**config.mk**
```make
export PLATFORM = sky130hd
export DESIGN_NAME = traffic_light_ctrl_n
export DESIGN_NICKNAME = d
export VERILOG_FILES = /design/src/rtl/traffic_pkg.sv /design/src/rtl/traffic_light_ctrl_n_tick_sync.sv /design/src/rtl/traffic_light_ctrl_n.sv
export SDC_FILE = /design/constraint.sdc
export NUM_CORES = 1
export LEC_CHECK = 0
export ABC_AREA = 1
export CAP_MARGIN = 25
export CORE_MARGIN = 3
export CORE_UTILIZATION = 53
export DETAILED_ROUTE_END_ITERATION = 16
export GPL_TIMING_DRIVEN = 0
export PLACE_DENSITY = 0.81
export SLEW_MARGIN = 20
export SYNTH_ARGS = -nofsm -noshare
export SYNTH_HDL_FRONTEND = slang
export SYNTH_SLANG_ARGS = --single-unit
```
**constraint.sdc**
```tcl
create_clock -name pixelclk -period 2 [get_ports pixelclk]
set_input_delay 0.2 -clock pixelclk [delete_from_list [all_inputs] [get_ports pixelclk]]
set_output_delay 0.2 -clock pixelclk [all_outputs]
set_load 0.03 [all_outputs]
```
**src/rtl/traffic_pkg.sv**
```systemverilog
// Shared types and constants for the N-direction traffic-light sequencer.
// Lamp-to-VGA encodings plus a constant-function clog2 for sizing.
package traffic_pkg;

    typedef enum logic [1:0] {
        ALLRED = 2'd0,
        GREEN  = 2'd1,
        YELLOW = 2'd2,
        FLASH  = 2'd3
    } state_e;

    localparam logic [2:0] COLOR_RED = 3'b100;
    localparam logic [2:0] COLOR_YEL = 3'b110;
    localparam logic [2:0] COLOR_GRN = 3'b010;
    localparam logic [2:0] COLOR_OFF = 3'b000;

    localparam logic [2:0] SQ_RED = 3'b001;
    localparam logic [2:0] SQ_YEL = 3'b010;
    localparam logic [2:0] SQ_GRN = 3'b100;
    localparam logic [2:0] SQ_OFF = 3'b000;

    function automatic int clog2(input int value);
        int r;
        r = 0;
        for (int v = value - 1; v > 0; v = v >> 1) begin
            r++;
        end
        return r;
    endfunction

endpackage

```
**src/rtl/traffic_light_ctrl_n_tick_sync.sv**
```systemverilog
// Two-flop synchroniser for the slow timing strobe plus a rising-edge detector.
// tick_o is high for exactly one clk cycle per strobe rise.
module tick_sync (
    input  logic clk,
    input  logic rst,
    input  logic strobe_i,
    output logic tick_o
);

    logic meta_q;
    logic sync_q;
    logic prev_q;

    always_ff @(posedge clk or posedge rst) begin
        if (rst) begin
            meta_q <= 1'b0;
            sync_q <= 1'b0;
            prev_q <= 1'b0;
        end else begin
            meta_q <= strobe_i;
            sync_q <= meta_q;
            prev_q <= sync_q;
        end
    end

    // Combinational edge so the FSM update lands on the third clock after the rise.
    assign tick_o = sync_q & ~prev_q;

endmodule

```
**src/rtl/traffic_light_ctrl_n.sv**
```systemverilog
// N-direction round-robin traffic-light sequencer with all-red clearance,
// latched pedestrian green extension, flash mode and a direction-0 VGA indicator.
module traffic_light_ctrl_n
    import traffic_pkg::*;
#(
    parameter int N_DIR     = 2,
    parameter int GREEN_T   = 39,
    parameter int YELLOW_T  = 13,
    parameter int ALLRED_T  = 5,
    parameter int PED_EXT_T = 20,
    parameter int CNT_W     = 8
) (
    input  logic             pixelclk,
    input  logic             rst,
    input  logic             clk_5Hz,
    input  logic             mode_flash,
    input  logic [N_DIR-1:0] ped_req,
    output logic [N_DIR-1:0] lamp_r,
    output logic [N_DIR-1:0] lamp_y,
    output logic [N_DIR-1:0] lamp_g,
    output logic [2:0]       active_dir,
    output logic [N_DIR-1:0] ped_ack,
    output logic [2:0]       color,
    output logic [2:0]       squares
);

    localparam int DIR_W = (clog2(N_DIR) < 1) ? 1 : clog2(N_DIR);
    typedef logic [DIR_W-1:0] dir_t;

    logic             tick;
    state_e           state_q, state_d;
    logic [CNT_W-1:0] cnt_q, cnt_d;
    dir_t             dir_q, dir_d;
    dir_t             next_dir;
    logic             ext_q, ext_d;
    logic             flash_y_q, flash_y_d;
    logic [N_DIR-1:0] latch_q, latch_d;
    logic [N_DIR-1:0] ack_q, ack_d;
    logic [2:0]       color_q, color_d;
    logic [2:0]       squares_q, squares_d;
    logic             enter_green;
    logic [CNT_W-1:0] green_last;

    tick_sync u_tick_sync (
        .clk      (pixelclk),
        .rst      (rst),
        .strobe_i (clk_5Hz),
        .tick_o   (tick)
    );

    assign next_dir   = (dir_q == dir_t'(N_DIR - 1)) ? '0 : dir_q + 1'b1;
    assign green_last = ext_q ? CNT_W'(GREEN_T + PED_EXT_T - 1) : CNT_W'(GREEN_T - 1);

    always_comb begin
        state_d     = state_q;
        cnt_d       = cnt_q;
        dir_d       = dir_q;
        ext_d       = ext_q;
        flash_y_d   = flash_y_q;
        enter_green = 1'b0;
        if (tick) begin
            cnt_d = cnt_q + 1'b1;
            unique case (state_q)
                ALLRED: begin
                    if (cnt_q == CNT_W'(ALLRED_T - 1)) begin
                        cnt_d = '0;
                        if (mode_flash) begin
                            state_d   = FLASH;
                            flash_y_d = 1'b1;
                        end else begin
                            state_d     = GREEN;
                            dir_d       = next_dir;
                            ext_d       = latch_q[next_dir];
                            enter_green = 1'b1;
                        end
                    end
                end
                GREEN: begin
                    // A flash request cuts green short but always via full yellow and all-red.
                    if (mode_flash || cnt_q == green_last) begin
                        state_d = YELLOW;
                        cnt_d   = '0;
                    end
                end
                YELLOW: begin
                    if (cnt_q == CNT_W'(YELLOW_T - 1)) begin
                        state_d = ALLRED;
                        cnt_d   = '0;
                    end
                end
                FLASH: begin
                    cnt_d = '0;
                    if (!mode_flash) begin
                        state_d = ALLRED;
                    end else begin
                        flash_y_d = ~flash_y_q;
                    end
                end
                default: begin
                    state_d = ALLRED;
                    cnt_d   = '0;
                end
            endcase
        end
    end

    generate
        for (genvar gi = 0; gi < N_DIR; gi++) begin : g_dir
            logic served_now;
            logic owns;
            assign served_now = enter_green && (next_dir == dir_t'(gi));
            assign owns       = (dir_q == dir_t'(gi));
            // A request arriving in the serving cycle survives for the next round.
            assign latch_d[gi] = ped_req[gi] | (latch_q[gi] & ~served_now);
            assign ack_d[gi]   = served_now & latch_q[gi];

            assign lamp_r[gi] = (state_q == ALLRED) ||
                                ((state_q == GREEN || state_q == YELLOW) && !owns);
            assign lamp_y[gi] = ((state_q == FLASH) && flash_y_q) ||
                                ((state_q == YELLOW) && owns);
            assign lamp_g[gi] = (state_q == GREEN) && owns;
        end
    endgenerate

    always_comb begin
        color_d   = COLOR_OFF;
        squares_d = SQ_OFF;
        if (lamp_r[0]) begin
            color_d   = COLOR_RED;
            squares_d = SQ_RED;
        end else if (lamp_y[0]) begin
            color_d   = COLOR_YEL;
            squares_d = SQ_YEL;
        end else if (lamp_g[0]) begin
            color_d   = COLOR_GRN;
            squares_d = SQ_GRN;
        end
    end

    always_comb begin
        active_dir              = '0;
        active_dir[DIR_W-1:0]   = dir_q;
    end

    assign ped_ack = ack_q;
    assign color   = color_q;
    assign squares = squares_q;

    always_ff @(posedge pixelclk or posedge rst) begin
        if (rst) begin
            state_q   <= ALLRED;
            cnt_q     <= '0;
            dir_q     <= dir_t'(N_DIR - 1);
            ext_q     <= 1'b0;
            flash_y_q <= 1'b0;
            latch_q   <= '0;
            ack_q     <= '0;
            color_q   <= COLOR_RED;
            squares_q <= SQ_RED;
        end else begin
            state_q   <= state_d;
            cnt_q     <= cnt_d;
            dir_q     <= dir_d;
            ext_q     <= ext_d;
            flash_y_q <= flash_y_d;
            latch_q   <= latch_d;
            ack_q     <= ack_d;
            color_q   <= color_d;
            squares_q <= squares_d;
        end
    end

endmodule
```
==> results of run 1 <==
per-layer routing:
layer | global-route usage | part of all wire | up-vias
met3 | 0.0219 | 0.058 | 4
met5 | 0 | 0 | -
met2 | 0.316 | 0.49 | 29
met1 | 0.224 | 0.44 | 547
li1 | - | - | 605
met4 | 0.0583 | 0.011 | 0
kinds of logic (layout without fill, tap and decap cells):
| group | Yosys count | after routing | share of synthesized area |
|---|---|---|---|
| AOI/OAI and AO/OA | 13 | 13 | 0.0504 |
| xor gates and xnor gates | 4 | 4 | 0.0239 |
| adders and majority gates | 8 | 8 | 0.0683 |
| buffers and inverters | 35 | 58 | 0.110 |
| DFF | 25 | 25 | 0.430 |
| other | 1 | 3 | 0.00256 |
| and+or+nand+nor | 100 | 100 | 0.315 |
repair_timing:
item,CTS,global route
endpoints found under the setup margin,6,4
pin swaps,0,1
resized for setup,8,7
hold buffers,0,0
layout make-up:
type,instances,area (µm²)
sequential,25,629
inverter,28,105
tap,30,37.5
clock buffer,3,22.5
buffer,7,56.3
clock inverter,1,7.51
timing repair buffer,19,180
multi-input combinational,128,689
fill,211,817
synth_stat cells:
library cell | count | area share
nand2_1 | 57 | 0.15
inv_1 | 27 | 0.069
dfrtp_1 | 22 | 0.38
nor2_1 | 17 | 0.044
ha_1 | 8 | 0.068
o21ai_0 | 8 | 0.027
nand3_1 | 7 | 0.024
buf_4 | 6 | 0.031
nand2_2 | 4 | 0.017
nand4_1 | 4 | 0.017
nor2_4 | 4 | 0.031
dfstp_2 | 3 | 0.054
nor2_2 | 3 | 0.013
a21oi_1 | 2 | 0.0068
nand3_2 | 2 | 0.014
xnor2_1 | 2 | 0.012
xor2_1 | 2 | 0.012
a21o_1 | 1 | 0.0051
buf_6 | 1 | 0.0077
conb_1 | 1 | 0.0026
inv_2 | 1 | 0.0026
nor3_1 | 1 | 0.0034
nor3_2 | 1 | 0.0068
o21ai_2 | 1 | 0.0060
o21bai_1 | 1 | 0.0051
where the power goes:
part	switching, mW	internal, mW
combinational	0.725	0.412
clock	0.164	0.0764
sequential	0.105	0.651
total	0.994	1.14
worst max path at each step:
stage	endpoint	slack (ns)	depth (start not counted)
after floorplan	squares[2]	0.57	6
after global placement	lamp_r[0]	0.04	6
after detailed placement	lamp_r[0]	-0.008	6
after CTS	lamp_y[0]	0.01	6
after global routing	lamp_g[0]	0.004	5
final	active_dir[0]	0.07	2
metrics by stage:
step / utilization / cell area [µm²]
CTS: 0.678 / 1730
detailed placement: 0.668 / 1700
finish: 0.679 / 1730
global placement: 0.668 / 1700
global route: 0.679 / 1730
floorplan: - / 1470
flip-flops by register name, indices dropped and copies added, names as in the netlist, 2 cells and up:
register	flops
ped_ack	2
color	2
cnt_q	8
state_q	2
squares	3
latch_q	2
critical path: stages (launching register included):
cell             delay, ns
dfstp_2               0.63
buf_4                 0.13
clkdlybuf4s50_1       0.65
==> metrics.yaml, run 1 <==
setup_path:
  reg2reg_from: "state_q[1]"
  start_kind: "register"
  end_kind: "output port"
  r2r_setup_slack_ns: 0.39
  rr_worst_depth: 6
  worstPathMaxFanout: 7
  criticalPathCategory: "reg2out"
  r2r_end: "latch_q[1]"
  startpoint: "dir_q"
  crit_required_ns: 1.80
  worst_ep_arrival_time_ns: 1.73
routing:
  vias: 1185
  drc: 0
  totalWireLength_mm: 2.73
  drt_iter0_markers: 38
  antenna_left: 0
  drt-wirelength-per-cell_um: 11.3
  vias_per_cell: 4.92
  dr.pass1.iters: 4
cts:
  cts-root-buf: "clkbuf_4"
  numCtsBuffers: 3
  clk_pin_slew_worst_paths_ns: 0.14
  cts_tree: "built"
  cts_sinks: 25
  clk_latency_ns: 0.33
  postCtsSetupBuffers: 0
  cts_max_level: 1
  cts.path.max_buffers: 2
global_routing:
  antenna_found_initial: 0
  grt_pass1_wl_mm: 4.78
  grt_max_degree: 26
  grt_overflow_total: 0
  grt_pass1_vias: 1075
  grt_usage: 0.178
timing:
  hold_slack_ns: 0.307
  finalHoldViolations: 0
  slew_headroom: 0.378
  grt_setup_unrepaired: "false"
  min_period_ns: 1.93
  fmax_mhz: 519
  maxSlewViolCount: 0
  finalSetupTns_ns: 0
  tightest_slew_ns: 0.932
  period_share: 0.964
  worst_slack_ns: 0.0718
  skew_ns: 0.00894
  finalSetupViolations: 0
placement:
  dp_cells: 237
  gp_routability_congestion: 0.808
  io_buffers: 19
  preCtsSetupSlack_ns: -0.00840
  hpwl_mm: 2.11
power_and_ir_drop:
  powerDensity_nw_per_um2: 1230
  power_leakage_nw: 0.897
  fin_total_pwr_mw: 2.13
  ir_drop_v: 0.00119
floorplanning:
  start_util: 0.576
  die_w_um: 58.6
  rows: 18
  die_h_um: 58.6
  die-area_um2: 3430
  ioPinCount: 23
  coreArea_um2: 2540
logic_synthesis:
  yosysSeqAreaShare: 0.430
  synth_seq_cells: 25
  syn_area_per_cell_um2: 7.88
  synth_cell_types: 25
  synth_cells: 186
  syn_area_um2: 1470
  ys_warn_count: 0
finish:
  layout_commonest_cell: "nand2_1"
  nets: 226
  n_antenna_cell: 0
  final_cells: 241
  drive_gt1_frac: 0.171
  syn2layout_area_growth_pct: 17.9
  final_cell_mix: "nand2_1, inv_1, dfrtp_1"
min_path:
  min_from: "clk_5Hz"
  hold_path_end: "u_tick_sync.meta_q"
  hold_depth: 1
  hold_class: "in2reg"
outcome:
  status: "finished, final reports clean"
job:
  drv_cap: 0
(Power assumes the default switching activity.)
==> inputs of run 2 (changes only) <==
CORE_MARGIN = 2   (was 3)
==> run 2 against run 1 <==
Net effect:
- total power down 0.87%
- largest power group unchanged
- utilization fell by 3.0 points
- sequential share of layout area is 0.31 points lower
==> metrics.yaml, run 2 (synthesized netlist as in run 1, its figures left out) <==
outcome:
  status: "finished, final reports clean"
cts:
  cts.path.max_buffers: 2  # unchanged
  cts.repair.resized: 8  # unchanged
  postCtsSetupBuffers: 0  # unchanged
  cts-root-buf: "clkbuf_4"
  numCtsBuffers: 3  # unchanged
  clk_pin_slew_worst_paths_ns: 0.14  # about the same
  clk_latency_ns: 0.32  # about the same
  cts_tree: "built"
  ctsHoldBuffers: 0  # unchanged
  cts_sinks: 25  # unchanged
  cts_max_level: 1  # unchanged
job:
  drv_cap: 0  # unchanged
finish:
  n_antenna_cell: 0  # unchanged
  finalCoreUtilization: 0.649  # -0.0301
  syn2layout_area_growth_pct: 19.0
  fill_cells: 220  # +4.3%
  final_cell_mix: "nand2_1, inv_1, dfrtp_1"
  drive_gt1_frac: 0.165  # -0.00552
  nets: 227  # +0.44%
  largest_register_ffs: 8  # unchanged
  largest-register: "cnt_q"
  layout_commonest_cell: "nand2_1"
floorplanning:
  coreArea_um2: 2690  # +5.6%
  die_w_um: 56.6  # -3.4%
  rows: 19  # +1
  die_h_um: 56.6  # -3.4%
  start_util: 0.545  # -0.0303
  die-area_um2: 3200  # -6.7%
  ioPinCount: 23  # unchanged
setup_path:
  worst_ep_arrival_time_ns: 1.72  # about the same
  end_kind: "output port"
  worstPathMaxFanout: 7  # unchanged
  crit_required_ns: 1.80  # about the same
  criticalPathCategory: "reg2out"
  start_kind: "register"
routing:
  drt_iter0_markers: 36  # -5.3%
  dr.pass1.iters: 4  # unchanged
  vias_per_cell: 5.01  # +1.9%
  vias: 1217  # +2.7%
  drt-wirelength-per-cell_um: 11.2  # -0.79%
  antenna_left: 0  # unchanged
  totalWireLength_mm: 2.73  # about the same
  drc: 0  # unchanged
power_and_ir_drop:
  ir_drop_v: 0.00104  # -12%
  fin_total_pwr_mw: 2.12  # -0.87%
  powerDensity_nw_per_um2: 1210  # -1.7%
  power_leakage_nw: 0.909  # +1.3%
global_routing:
  antenna_found_initial: 0  # unchanged
  grt_usage: 0.193  # +0.0149
  grt_pass1_wl_mm: 4.91  # +2.6%
  grt_max_degree: 26  # unchanged
  grt_overflow_total: 0  # unchanged
  grt_pass1_vias: 1159  # +7.8%
timing:
  hold_slack_ns: 0.186  # -0.121 ns
  period_share: 0.959  # -0.00558
  tightest_slew_ns: 0.509  # -0.423 ns
  worst_slack_ns: 0.0830  # +0.0112 ns
  maxSlewViolCount: 0  # unchanged
  slew_headroom: 0.660  # +0.282
  skew_ns: 0.00137  # -0.00757 ns
  finalHoldViolations: 0  # unchanged
  finalSetupViolations: 0  # unchanged
  grt_setup_unrepaired: "true"
  min_period_ns: 1.92  # -0.0112 ns
  fmax_mhz: 522  # +0.58%
placement:
  hpwl_mm: 2.06  # -2.5%
  preCtsSetupSlack_ns: 0.0202  # +0.0286 ns
  gp_routability_congestion: 0.846  # +4.7%
  io_buffers: 19  # unchanged
min_path:
  hold_class: "in2async"
run 2: changes by cell type in the layout (fill, tap and decap cells not counted):
| cell | previous run | this run |
|---|---|---|
| buf_8 | 0 | 1 |
| dlygate4sd2_1 | 2 | 3 |
| inv_2 | 3 | 1 |
| clkdlybuf4s15_1 | 2 | 1 |
| inv_1 | 25 | 27 |
run 2: where the power goes:
group | leakage [nW] | total, mW | switching, mW | internal (mW)
registers | 0.312 | 0.758 | 0.106 | 0.652
logic | 0.582 | 1.12 | 0.714 | 0.410
clock network | 0.0139 | 0.233 | 0.157 | 0.0764
run 2: critical path: stages, from the launching register on:
cell,delay (ns)
dfstp_2,0.63
buf_4,0.12
clkdlybuf4s50_1,0.65
run 2: layout make-up:
class,instances,area [µm²],area share
Multi-Input combinational cell,128,689,0.396
Sequential cell,25,629,0.361
Timing Repair Buffer,20,194,0.111
Inverter,28,105,0.0603
Buffer,7,56.3,0.0323
Tap cell,31,38.8,0.0223
Clock buffer,3,22.5,0.0129
Clock inverter,1,7.51,0.00431
run 2: path summary, 6_finish.rpt:
check                              startpoint                 end  slack, ns  cells past startpoint
min in group pixelclk                 clk_5Hz  u_tick_sync.meta_q       0.31                      1
max in group asynchronous                 rst            color[2]       1.27                      3
hold reg to reg            u_tick_sync.meta_q  u_tick_sync.sync_q       0.38                      0
hold / removal                            rst  u_tick_sync.meta_q       0.19                      2
setup / recovery                        dir_q       active_dir[0]       0.08                      2
setup reg to reg                   state_q[0]          latch_q[1]       0.39                      6
run 2: through the flow:
| stage | cell area [µm²] | instances | TNS [ns] |
|---|---|---|---|
| after detailed placement | 1700 | 238 | 0 |
| after global routing | 1740 | 243 | -0.0233 |
| final | 1740 | 243 | 0 |
| after global placement | 1700 | 238 | 0 |
| after floorplan | 1470 | 188 | 0 |
| after CTS | 1730 | 242 | 0 |
run 2: routing by layer:
metal | GRT usage | wire (µm) | part of all wire | vias to the layer above
met2 | 0.332 | 1400 | 0.51 | 20
li1 | - | - | - | 607
met4 | 0.0782 | 40 | 0.015 | 0
met3 | 0.0230 | 96 | 0.035 | 5
met1 | 0.244 | 1190 | 0.44 | 585
met5 | 0 | 0 | 0 | -
==> inputs of run 3 (changes only) <==
CORE_MARGIN = unset   (was 2)
PLACE_DENSITY = unset   (was 0.81)
PLACE_DENSITY_LB_ADDON = 0.3   (was unset)
SLEW_MARGIN = 40   (was 20)
==> run 3 against run 2 <==
Net effect:
- cell count decreased by 0.41%
- highest routed layer unchanged
- global-route usage rose by 2.1 points
- register-to-register slack better by 0.02 ns
- sequential share of layout area grew 0.21 points
- critical endpoint unchanged
- combinational power barely moved
- first-iteration DRC count down 69%
- total power up 0.94%
- clock skew is 0.0052 ns higher
- routed wire length increased by 2.1%
- clock power is 6% higher
- sequential power decreased by 1%
- count of clock-buffer cells in the layout did not move
==> metrics.yaml, run 3 (synthesized netlist as in run 1, its figures left out) <==
timing:
  finalHoldViolations: 0  # unchanged
  fmax_mhz: 517  # -0.96%
  finalSetupViolations: 0  # unchanged
  slew_headroom: 0.653  # -0.00655
  hold_slack_ns: 0.194  # +0.00787 ns
  maxSlewViolCount: 0  # unchanged
  grt_setup_unrepaired: "false"
  finalSetupTns_ns: 0  # unchanged
  tightest_slew_ns: 0.519  # +0.00963 ns
  period_share: 0.968  # +0.00924
  skew_ns: 0.00660  # +0.00523 ns
  min_period_ns: 1.94  # +0.0185 ns
routing:
  totalWireLength_mm: 2.78  # +2.1%
  vias_per_cell: 4.95  # -1.1%
  vias: 1199  # -1.5%
  wl_met2_mm: 1.33  # -5.3%
  top_layer: "met4"
  drt-wirelength-per-cell_um: 11.5  # +2.5%
  route.met3.wl_um: 131  # +36%
  met1_length_mm: 1.29  # +8.5%
  drt_iter0_markers: 11  # -69%
  antenna_left: 0  # unchanged
  drc: 0  # unchanged
  dr.pass1.iters: 4  # unchanged
setup_path:
  worst_ep_arrival_time_ns: 1.74  # +0.02 ns
  worstPathMaxFanout: 7  # unchanged
  r2r_setup_slack_ns: 0.41  # +0.02 ns
  criticalPathCategory: "reg2out"
  start_kind: "register"
  crit_required_ns: 1.80  # about the same
  cp_slowest_stage_delay_ns: 0.65  # about the same
  crit_end: "active_dir[0]"
  end_kind: "output port"
  crit_slowest_cell: "clkdlybuf4s50_1"
  reg2reg_from: "state_q[1]"
  r2r_end: "latch_q[1]"
  path_cells: "buf_4 -> clkdlybuf4s50_1"
  startpoint: "dir_q"
  rr_worst_depth: 6  # unchanged
cts:
  ctsHoldBuffers: 0  # unchanged
  cts_max_level: 1  # unchanged
  cts.path.max_buffers: 2  # unchanged
  cts_sinks: 25  # unchanged
  clk_pin_slew_worst_paths_ns: 0.15  # about the same
  clk_latency_ns: 0.33  # about the same
  numCtsBuffers: 3  # unchanged
  cts_tree: "built"
  cts-root-buf: "clkbuf_4"
global_routing:
  grt_max_degree: 26  # unchanged
  grt_overflow_total: 0  # unchanged
  grt_pass1_vias: 1094  # -5.6%
  antenna_found_initial: 0  # unchanged
  grt_pass1_wl_mm: 4.54  # -7.4%
  grt_usage: 0.214  # +0.0212
power_and_ir_drop:
  powerDensity_nw_per_um2: 1230  # +1.5%
  power_leakage_nw: 0.905  # -0.43%
  ir_drop_v: 0.00115  # +10%
placement:
  io_buffers: 19  # unchanged
  gp_routability_congestion: 0.820  # -3.0%
  hpwl_mm: 2.06  # +0.13%
finish:
  largest_register_ffs: 8  # unchanged
  final_cell_mix: "nand2_1, inv_1, dfrtp_1"
  drive_gt1_frac: 0.170  # +0.00472
  layout_commonest_cell: "nand2_1"
  n_antenna_cell: 0  # unchanged
  largest-register: "cnt_q"
  finalCoreUtilization: 0.681  # +0.0321
  nets: 227  # unchanged
  syn2layout_area_growth_pct: 18.3
floorplanning:
  die_w_um: 54.6  # -3.5%
  coreArea_um2: 2540  # -5.3%
  die_h_um: 54.6  # -3.5%
  ioPinCount: 23  # unchanged
  rows: 18  # -1
  start_util: 0.576  # +0.0303
  die-area_um2: 2980  # -6.9%
job:
  drv_cap: 0  # unchanged
min_path:
  hold_class: "in2async"
outcome:
  status: "finished, final reports clean"
[run 3: cell type report]
type	instances	area (µm²)
Buffer	7	56.3
Sequential cell	25	629
Clock buffer	3	22.5
Multi-Input combinational cell	128	689
Timing Repair Buffer	20	185
Clock inverter	1	7.51
Inverter	28	105
Tap cell	30	37.5
Fill cell	225	812
[run 3: power breakdown]
| group | leakage, nW | internal (mW) | switching, mW | total [mW] |
|---|---|---|---|---|
| clock network | 0.0139 | 0.0767 | 0.170 | 0.247 |
| logic | 0.579 | 0.414 | 0.725 | 1.14 |
| registers | 0.312 | 0.652 | 0.0980 | 0.750 |
[run 3: per-layer routing]
metal | GRT usage | vias to the layer above
li1 | - | 612
met1 | 0.292 | 553
met2 | 0.333 | 28
met3 | 0.0333 | 6
met4 | 0.0940 | 0
met5 | 0 | -
[run 3: worst min-delay path by stage]
stage / to / depth (start not counted) / startpoint
final: cnt_q[3] / 2 / rst
after global routing: latch_q[0] / 2 / rst
after CTS: cnt_q[4] / 2 / rst
after detailed placement: u_tick_sync.sync_q / 0 / u_tick_sync.meta_q
after global placement: u_tick_sync.sync_q / 0 / u_tick_sync.meta_q
after floorplan: cnt_q[0] / 1 / rst
[run 3: critical path, delay by kind of cell, from the launching register on]
family / cells / cell delay, ns
DFF: 1 / 0.63
buffers and inverters: 2 / 0.77
[run 3: through the flow]
stage	cell area [µm²]	power (mW)	setup slack [ns]	instances
after floorplan	1470	1.55	0.572	188
after global routing	1730	2.29	0.00542	242
after global placement	1700	1.87	0.0346	237
after detailed placement	1700	1.91	0.00650	237
after CTS	1730	2.12	0.00466	241
final	1730	2.13	0.0645	242
[run 3: repair_timing]
action                     in CTS  in global routing
gates resized for setup         8                  3
cloned                          0                  0
setup buffers                   0                  1
setup endpoints to repair       6                  2
